==> src/rtl/perf_counter_mc_if.sv <==
// perf_counter_mc_if
//   Avalon-MM control-slave bundle for the multi-section performance counter.
//   master modport : driven by the CPU side (or a testbench).
//   slave  modport : consumed by perf_counter_mc.
//   Signals: address[5:0] word address, begintransfer, read, write,
//            writedata[31:0], readdata[31:0] (registered), irq.
interface perf_counter_mc_if;
  logic [5:0]  address;
  logic        begintransfer;
  logic        read;
  logic        write;
  logic [31:0] writedata;
  logic [31:0] readdata;
  logic        irq;

  modport master (
    output address, begintransfer, read, write, writedata,
    input  readdata, irq
  );

  modport slave (
    input  address, begintransfer, read, write, writedata,
    output readdata, irq
  );
endinterface

==> src/rtl/perf_counter_mc.sv <==
// perf_counter_mc
//   Parametrised multi-section performance counter on an Avalon-MM slave.
//   Software brackets code regions with GO/STOP writes; each section counts
//   elapsed clk cycles (time) and region entries (events).
//
//   Ports:
//     clk      : clock
//     reset_n  : asynchronous, active-low reset
//     bus      : perf_counter_mc_if.slave (address, begintransfer, read,
//                write, writedata, readdata, irq)
//
//   Parameters: NUM_SECTIONS (1..15), TIME_WIDTH (33..64), EVENT_WIDTH (1..32)
//
//   Register map, section s at base B = 4*s:
//     B+0  W: STOP   R: time[31:0] (a read strobe latches time[TW-1:32] in shadow)
//     B+1  W: GO     R: shadow (high time word captured by the last B+0 read)
//     B+2  W: CLEAR  R: event count
//     B+3  R: status {event_ovf, time_ovf, enable}
//     60   R: ID {0x5A, EVENT_WIDTH, TIME_WIDTH, NUM_SECTIONS}
//     61   R/W: irq mask (only with PERF_COUNTER_IRQ_EN)
//   A STOP to address 0 with writedata[0]=1 is a global reset of all sections.
//
//   Optional feature macro: PERF_COUNTER_IRQ_EN (mask register + registered irq).
//   Without it address 61 reads 0 and irq is tied low.
module perf_counter_mc #(
  parameter int NUM_SECTIONS = 8,
  parameter int TIME_WIDTH   = 64,
  parameter int EVENT_WIDTH  = 32
) (
  input  logic              clk,
  input  logic              reset_n,
  perf_counter_mc_if.slave  bus
);

  localparam int HI_WIDTH = TIME_WIDTH - 32;

  // Bus strobe decode
  logic       w_wr_s;
  logic       w_rd_s;
  logic [3:0] w_sec;
  logic [1:0] w_off;
  logic       w_global_reset;
  logic       w_go0;
  logic       w_global_enable;

  assign w_wr_s = bus.write & bus.begintransfer;
  assign w_rd_s = bus.read  & bus.begintransfer;
  assign w_sec  = bus.address[5:2];
  assign w_off  = bus.address[1:0];

  assign w_global_reset = w_wr_s & (bus.address == 6'd0) & bus.writedata[0];
  assign w_go0          = w_wr_s & (bus.address == 6'd1);

  // Per-section state exported as 16-entry vectors; entries beyond
  // NUM_SECTIONS are constant zero so the read mux needs no range check.
  logic [15:0][TIME_WIDTH-1:0]  w_time;
  logic [15:0][EVENT_WIDTH-1:0] w_event;
  logic [15:0][31:0]            w_shadow;
  logic [15:0]                  w_enable;
  logic [15:0]                  w_time_ovf;
  logic [15:0]                  w_event_ovf;

  // Section 0 gates everyone: a GO to section 0 opens the gate in the same
  // cycle so its own event is always counted.
  assign w_global_enable = w_enable[0] | w_go0;

  genvar gi;
  generate
    for (gi = 0; gi < 16; gi++) begin : g_sec
      if (gi < NUM_SECTIONS) begin : g_on
        logic                   r_enable;
        logic [TIME_WIDTH-1:0]  r_time;
        logic [EVENT_WIDTH-1:0] r_event;
        logic [HI_WIDTH-1:0]    r_shadow;
        logic                   r_time_ovf;
        logic                   r_event_ovf;

        logic w_hit;
        logic w_go;
        logic w_stop;
        logic w_clr;
        logic w_cap;
        logic w_time_inc;
        logic w_event_inc;

        assign w_hit       = (w_sec == 4'(gi));
        assign w_go        = w_wr_s & w_hit & (w_off == 2'd1);
        assign w_stop      = w_wr_s & w_hit & (w_off == 2'd0);
        assign w_clr       = w_wr_s & w_hit & (w_off == 2'd2);
        assign w_cap       = w_rd_s & w_hit & (w_off == 2'd0);
        assign w_time_inc  = r_enable & w_global_enable;
        assign w_event_inc = w_go & w_global_enable;

        always_ff @(posedge clk or negedge reset_n) begin
          if (!reset_n) begin
            r_enable    <= 1'b0;
            r_time      <= '0;
            r_event     <= '0;
            r_shadow    <= '0;
            r_time_ovf  <= 1'b0;
            r_event_ovf <= 1'b0;
          end else if (w_global_reset) begin
            r_enable    <= 1'b0;
            r_time      <= '0;
            r_event     <= '0;
            r_shadow    <= '0;
            r_time_ovf  <= 1'b0;
            r_event_ovf <= 1'b0;
          end else begin
            if (w_go) begin
              r_enable <= 1'b1;
            end else if (w_stop) begin
              r_enable <= 1'b0;
            end

            // Latch the high word with the low-word read so software sees
            // one coherent 64-bit sample.
            if (w_cap) begin
              r_shadow <= r_time[TIME_WIDTH-1:32];
            end

            // CLEAR beats any increment landing in the same cycle.
            if (w_clr) begin
              r_time      <= '0;
              r_event     <= '0;
              r_time_ovf  <= 1'b0;
              r_event_ovf <= 1'b0;
            end else begin
              if (w_time_inc) begin
                r_time <= r_time + 1'b1;
                if (&r_time) begin
                  r_time_ovf <= 1'b1;
                end
              end
              if (w_event_inc) begin
                r_event <= r_event + 1'b1;
                if (&r_event) begin
                  r_event_ovf <= 1'b1;
                end
              end
            end
          end
        end

        assign w_time[gi]      = r_time;
        assign w_event[gi]     = r_event;
        assign w_shadow[gi]    = 32'(r_shadow);
        assign w_enable[gi]    = r_enable;
        assign w_time_ovf[gi]  = r_time_ovf;
        assign w_event_ovf[gi] = r_event_ovf;
      end else begin : g_off
        assign w_time[gi]      = '0;
        assign w_event[gi]     = '0;
        assign w_shadow[gi]    = '0;
        assign w_enable[gi]    = 1'b0;
        assign w_time_ovf[gi]  = 1'b0;
        assign w_event_ovf[gi] = 1'b0;
      end
    end
  endgenerate

  // Optional interrupt: mask register and registered irq
`ifdef PERF_COUNTER_IRQ_EN
  logic [NUM_SECTIONS-1:0] r_mask;
  logic                    r_irq;

  always_ff @(posedge clk or negedge reset_n) begin
    if (!reset_n) begin
      r_mask <= '0;
      r_irq  <= 1'b0;
    end else begin
      if (w_wr_s && (bus.address == 6'd61)) begin
        r_mask <= bus.writedata[NUM_SECTIONS-1:0];
      end
      r_irq <= |(r_mask & (w_time_ovf[NUM_SECTIONS-1:0] |
                           w_event_ovf[NUM_SECTIONS-1:0]));
    end
  end

  assign bus.irq = r_irq;
`else
  assign bus.irq = 1'b0;
`endif

  // Read mux: samples state before this edge's update
  logic [31:0] w_rdata_next;
  logic [31:0] r_readdata;

  always_comb begin
    w_rdata_next = 32'd0;
    if (bus.address == 6'd60) begin
      w_rdata_next = {8'h5A, 8'(EVENT_WIDTH), 8'(TIME_WIDTH), 8'(NUM_SECTIONS)};
`ifdef PERF_COUNTER_IRQ_EN
    end else if (bus.address == 6'd61) begin
      w_rdata_next = 32'(r_mask);
`endif
    end else begin
      case (w_off)
        2'd0:    w_rdata_next = w_time[w_sec][31:0];
        2'd1:    w_rdata_next = w_shadow[w_sec];
        2'd2:    w_rdata_next = 32'(w_event[w_sec]);
        default: w_rdata_next = {29'd0, w_event_ovf[w_sec], w_time_ovf[w_sec],
                                 w_enable[w_sec]};
      endcase
    end
  end

  always_ff @(posedge clk or negedge reset_n) begin
    if (!reset_n) begin
      r_readdata <= 32'd0;
    end else begin
      r_readdata <= w_rdata_next;
    end
  end

  assign bus.readdata = r_readdata;

  // Only writedata[0] and the mask bits are meaningful.
  logic w_unused_wdata;
  assign w_unused_wdata = ^bus.writedata;

endmodule

==> src/flat_wrapper.sv <==
// flat-port wrapper written by rule: the top's interface ports become plain ports
module perf_counter_mc_flat 
#(
  parameter int NUM_SECTIONS = 8,
  parameter int TIME_WIDTH   = 64,
  parameter int EVENT_WIDTH  = 32
)
  (clk, reset_n, bus_address, bus_begintransfer, bus_read, bus_write, bus_writedata, bus_readdata, bus_irq);
  perf_counter_mc_if bus_i ();
  input  logic clk;
  input  logic reset_n;
  input wire logic [$bits(bus_i.address)-1:0] bus_address;
  input wire logic [$bits(bus_i.begintransfer)-1:0] bus_begintransfer;
  input wire logic [$bits(bus_i.read)-1:0] bus_read;
  input wire logic [$bits(bus_i.write)-1:0] bus_write;
  input wire logic [$bits(bus_i.writedata)-1:0] bus_writedata;
  output wire logic [$bits(bus_i.readdata)-1:0] bus_readdata;
  output wire logic [$bits(bus_i.irq)-1:0] bus_irq;
  assign bus_i.address = bus_address;
  assign bus_i.begintransfer = bus_begintransfer;
  assign bus_i.read = bus_read;
  assign bus_i.write = bus_write;
  assign bus_i.writedata = bus_writedata;
  assign bus_readdata = bus_i.readdata;
  assign bus_irq = bus_i.irq;
  perf_counter_mc #(.NUM_SECTIONS(NUM_SECTIONS), .TIME_WIDTH(TIME_WIDTH), .EVENT_WIDTH(EVENT_WIDTH)) u_core (.clk(clk), .reset_n(reset_n), .bus(bus_i));
endmodule
==> config.mk <==
export PLATFORM = sky130hd
export DESIGN_NAME = perf_counter_mc_flat
export DESIGN_NICKNAME = d
export VERILOG_FILES = /design/src/rtl/perf_counter_mc_if.sv /design/src/rtl/perf_counter_mc.sv /design/src/flat_wrapper.sv
export SDC_FILE = /design/constraint.sdc
export NUM_CORES = 2
export LEC_CHECK = 0
export BUFFER_PORTS_ARGS = -buffer_cell sky130_fd_sc_hd__buf_2
export CAP_MARGIN = 20
export CORE_MARGIN = 5
export CORE_UTILIZATION = 60
export DETAILED_ROUTE_END_ITERATION = 12
export GPL_ROUTABILITY_DRIVEN = 0
export PLACE_DENSITY_LB_ADDON = 0.25
export SYNTH_ARGS = -nofsm -noshare
export SYNTH_HDL_FRONTEND = slang
export SYNTH_SLANG_ARGS = --single-unit
==> constraint.sdc <==
create_clock -name clk -period 2.9 [get_ports clk]
set_input_delay 0 -clock clk [delete_from_list [all_inputs] [get_ports clk]]
set_output_delay 0 -clock clk [all_outputs]
set_load 0.05 [all_outputs]
Word level (Yosys, flattened, before mapping)

Cells that the tools add are included.

Add/sub/neg operators: 16
Magnitude comparators: 1
Eq/ne operators: 11
Multiplexer cells: 166
Bitwise logic cells: 70
Reduce and logical (&&, ||, !) cells: 83

Operators by type and width:

| operator              | number |
|---|---|
| $mux 64               | 24 |
| $mux 32               | 44 |
| $add 64x1->64 const B | 8 |
| $reduce_and 64->1     | 8 |
| $add 32x1->32 const B | 8 |
| $bmux 32 s4           | 2 |
| $bmux 64 s4           | 1 |
| $reduce_and 32->1     | 8 |
| $reduce_bool 3->1     | 40 |
| $pmux 32 s3           | 1 |
| $mux 1                | 91 |
| $and 1x1->1           | 69 |
| $reduce_and 2->1      | 16 |
| $eq 4x3->1 const B    | 4 |
| $reduce_bool 2->1     | 8 |
| $bmux 1 s4            | 3 |
| $eq 4x2->1 const B    | 2 |
| $eq 6x1->1 const B    | 1 |
| $eq 6x6->1 const B    | 1 |
| $logic_not 6->1       | 1 |
| $lt 4x5->1 const B    | 1 |
| $eq 4x1->1 const B    | 1 |
| $logic_not 4->1       | 1 |
| $eq 2x1->1 const B    | 1 |
| 3 further kinds       | 3 |

Register bits after elaboration: 1,080
Input port bits: 43
Output and inout port bits: 33

Depth between registers and ports, before layout

Word-level depth: 7
Gate-level depth with buffers: 11
Depth with buffers taken out: 6

Worst setup path after synthesis

OpenSTA, ideal clock, no wires.

Path type: reg-to-reg
Start: register u_core.g_sec[7].g_on.r_time[13]
End: register u_core.g_sec[7].g_on.r_time[53]
Setup time: 78 ps
Arrival time: 2,499 ps
Required time: 2,822 ps
Setup slack: 323 ps
Cell stages (with the launch flop): 9
Buffers on the path: 3
Cells stage by stage: dfrtp_1 -> nand4_4 -> or4_1 -> buf_2 -> or4_4 -> buf_6 -> buf_6 -> or4_1 -> a21oi_1

Cells in the longest elaborated chain, start to end: 4

Ends and longest elaborated chain:

| element                | line                   | source |
|---|---|---|
| from (decl)            | perf_counter_mc.sv:72  | `logic [TIME_WIDTH-1:0] r_time;` |
| from (signal assigned) | perf_counter_mc.sv:130 | `r_time <= r_time + 1'b1;` |
| $add 64x1->64          | perf_counter_mc.sv:130 |  |
| $mux 64                | perf_counter_mc.sv:129 | `if (w_time_inc) begin` |
| $mux 64                | perf_counter_mc.sv:123 | `if (w_clr) begin` |
| $mux 64                | perf_counter_mc.sv:102 | `end else if (w_global_reset) begin` |

Every way passes these cells. The select of a mux whose other input is x is not followed.
A chain may end at the register's enable or synchronous reset.

Worst setup path after layout

Start: register u_core.g_sec[7].g_on.r_time[10]
End: register u_core.g_sec[7].g_on.r_time[49]

Same word-level chain as after synthesis.

==> results.toml <==
[critical_path]
worstPathArrival_ns = 3.36
critPathLaunchType = "flip-flop"
slowest_stage = "or4_4"
crit_top_cell = "or4_1"
critPathCaptureType = "flip-flop"
required_ns = 3.51
worstPathCellList = "nand3_1, or4_1, or4_4, or4_1, a21oi_1"
critPathKind = "flip-flop to flip-flop"
critPathMaxStageDelay_ns = 0.70
critPathMaxFanout = 28

[logic_synthesis]
synth_warnings = 0
postSynthCellCount = 6314
async_reset_ff_frac = 1.00
synth_seq_cells = 1080
synth_nets = 6373
ys_seq_area_frac = 0.454
yosysUniqueCellTypes = 78
synth-edff-count = 0
syn_area_per_cell_um2 = 9.42
netlist_area_um2 = 59500
ys.flop_type = "dfrtp_1"

[final_layout]
layout-drive-gt1-share = 0.113
mostFrequentLayoutCell = "dfrtp_1"
final_cell_mix = "1,080 x dfrtp_1, 880 x nand2_1, 681 x a21oi_1, 379 x nor2_1, 295 x nand3_1"
fillCellCount = 7476
syn_to_final_growth_pct = 11.4
postLayoutCoreUtil = 0.674
fin_cells = 7704
nNetsFinal = 6374
design_area_um2 = 66300

[route]
post_drt_via_cell_ratio = 7.08
dr.first_iter.drc_count = 7699
ant_nets = 0
first_pass_iters = 10
wirelength_um = 198000
num_vias = 54542
avgRoutedWirePerCell_um = 25.7
drc = 0

[power]
power_frac_seq = 0.470
combPwrFrac = 0.085
p_leak_nw = 26.4
pwr-share-clk = 0.445
swShare = 0.258
internal_power_w = 0.0258
powerDensity_nw_per_um2 = 524
ir_drop_uv = 458
p_sw_w = 0.00897

[clock_network]
cts_buffer_depth = 3
clk_pin_slew_ns = 0.06
ctsRootBufferMaster = "clkbuf_16"
cts_buffers = 113
cts.sink_count = 1080
worstSkewPairLatency_ns = 0.71
htree_levels = 3
cts_tree = "done"
cts_resized = 0

[floorplan]
start_util = 0.605
io_pins = 76
coreArea_um2 = 98400
dieArea_um2 = 106000
die_h_um = 325
die_w_um = 325
num_rows = 115

[timing]
rsz0062_at_grt = "no"
fin_tns_setup_ns = 0
finalHoldViolCount = 0
timing.slew.headroom = 0.266
fmax_mhz = 364
finalCritPeriodShare = 0.948
period_needed_ns = 2.75
setup_viol = 0
finClkSkew_ns = 0.0155
tightestPinTransition_ns = 1.09
maxSlewViolCount = 0

[global_routing]
grt_max_degree = 106
grt_pass1_wl_um = 305000
grt_pass1_vias = 51250
grt_overflow = 0
gr-usage-all-layers = 0.366
antenna_found_initial = 11

[status]
status = "finished clean"

[placement]
dp.cells = 7476
port_buffers = 43
place_area_um2 = 62200
hpwl_um = 141000

[hold_path]
hold_class = "primary input to flip-flop"

[job]
cap_violations = 0
## kinds of logic (layout without fill, tap and decap cells)
kind of cell               count (synthesis)  after routing  synth area share
and+or+nand+nor                         2860           2860             0.251
AOI/OAI and AO/OA                       1257           1257             0.123
DFF                                     1080           1080             0.454
buffers and inverters                    502            593            0.0323
muxes                                    322            322            0.0955
xor gates and xnor gates                 276            276            0.0406
adders and majority gates                 16             16           0.00336
other                                      1             13         0.0000630
## through the flow
stage | power (W) | hold WS (ns) | setup slack [ns]
2_1_floorplan | 0.0180 | -0.296 | 0.323
6_report | 0.0348 | 0.0842 | 0.150
3_5_place_dp | 0.0194 | 0.118 | 0.182
3_3_place_gp | 0.0193 | 0.125 | 0.226
4_1_cts | 0.0347 | 0.0352 | 0.168
5_1_grt | 0.0358 | 0.0918 | 0.0273
## cell usage after synthesis (all sizes together), types with 37 or more instances
cell type  count  area, µm²
a21oi        684       3420
and2          37        231
and3          97        607
and4          84        736
buf           83        352
clkbuf       329       1230
dfrtp       1080      27000
inv           90        338
mux2i        122       1220
mux4         196       4420
nand2        880       3300
nand3        296       1490
nand4        290       1840
nor2         387       1450
nor3         115        581
nor4         112        707
o21ai        200       1000
o31ai        242       1820
or3          184       1150
or4          283       2130
xnor2        131       1150
xor2         145       1270
## worst max-delay path: cells and delay by family (launching register included)
family	cells	cell delay (ns)
compound gates	1	0.16
flops	1	0.43
simple gates	4	2.03
## power by group through the flow
| stage | sequential (W) | clock (W) | combinational [W] |
|---|---|---|---|
| floorplan | 0.0163 | 0 | 0.00167 |
| global placement | 0.0165 | 0 | 0.00279 |
| detailed placement | 0.0166 | 0 | 0.00286 |
| CTS | 0.0163 | 0.0155 | 0.00289 |
| global route | 0.0164 | 0.0162 | 0.00318 |
| finish | 0.0163 | 0.0155 | 0.00294 |
## final timing paths
kind	from	to	slack, ns	cells past startpoint
hold reg to reg	u_core.g_sec[0].g_on.r_event_ovf	u_core.g_sec[0].g_on.r_event_ovf	0.50	1
hold / removal	bus_write	u_core.g_sec[7].g_on.r_enable	0.08	6
min in group asynchronous	reset_n	u_core.g_sec[1].g_on.r_event[4]	0.55	3
setup / recovery	u_core.g_sec[7].g_on.r_time[10]	u_core.g_sec[7].g_on.r_time[49]	0.15	5
setup reg to reg	u_core.g_sec[7].g_on.r_time[10]	u_core.g_sec[7].g_on.r_time[49]	0.15	5
max in group asynchronous	reset_n	u_core.g_sec[1].g_on.r_event[6]	1.08	4
## registers in the layout, summed over array words and instances (netlist names)
signal and flops:
u_core.g_sec.g_on.r_enable 8, u_core.g_sec.g_on.r_time_ovf 8, u_core.g_sec.g_on.r_time 512, u_core.g_sec.g_on.r_event 256, u_core.bus.readdata 32, u_core.g_sec.g_on.r_shadow 256, u_core.g_sec.g_on.r_event_ovf 8
## layer usage
layer	vias up	wire length, µm	GRT usage
li1	23567	-	-
met1	27048	73700	0.479
met2	3228	86000	0.535
met3	691	21800	0.106
met4	8	16100	0.239
met5	-	145	0.00725
## repair_timing
item                                    CTS  global route
endpoints found under the setup margin    0             1
setup buffers                             0             1
hold endpoints to repair                798             0
hold buffers                             10             0
## final cells by class
| cell class | instances | area, µm² | share of cell area |
|---|---|---|---|
| clock buffers | 159 | 3380 | 0.0509 |
| inverters | 90 | 338 | 0.00510 |
| clock inverters | 46 | 572 | 0.00863 |
| repair buffers | 298 | 2660 | 0.0401 |
| well taps | 1287 | 1610 | 0.0243 |
| flip-flops and latches | 1080 | 27000 | 0.408 |
| multi-input cells | 4732 | 30700 | 0.463 |
| diodes | 12 | 30.0 | 0.000453 |
(Power assumes the default switching activity.)
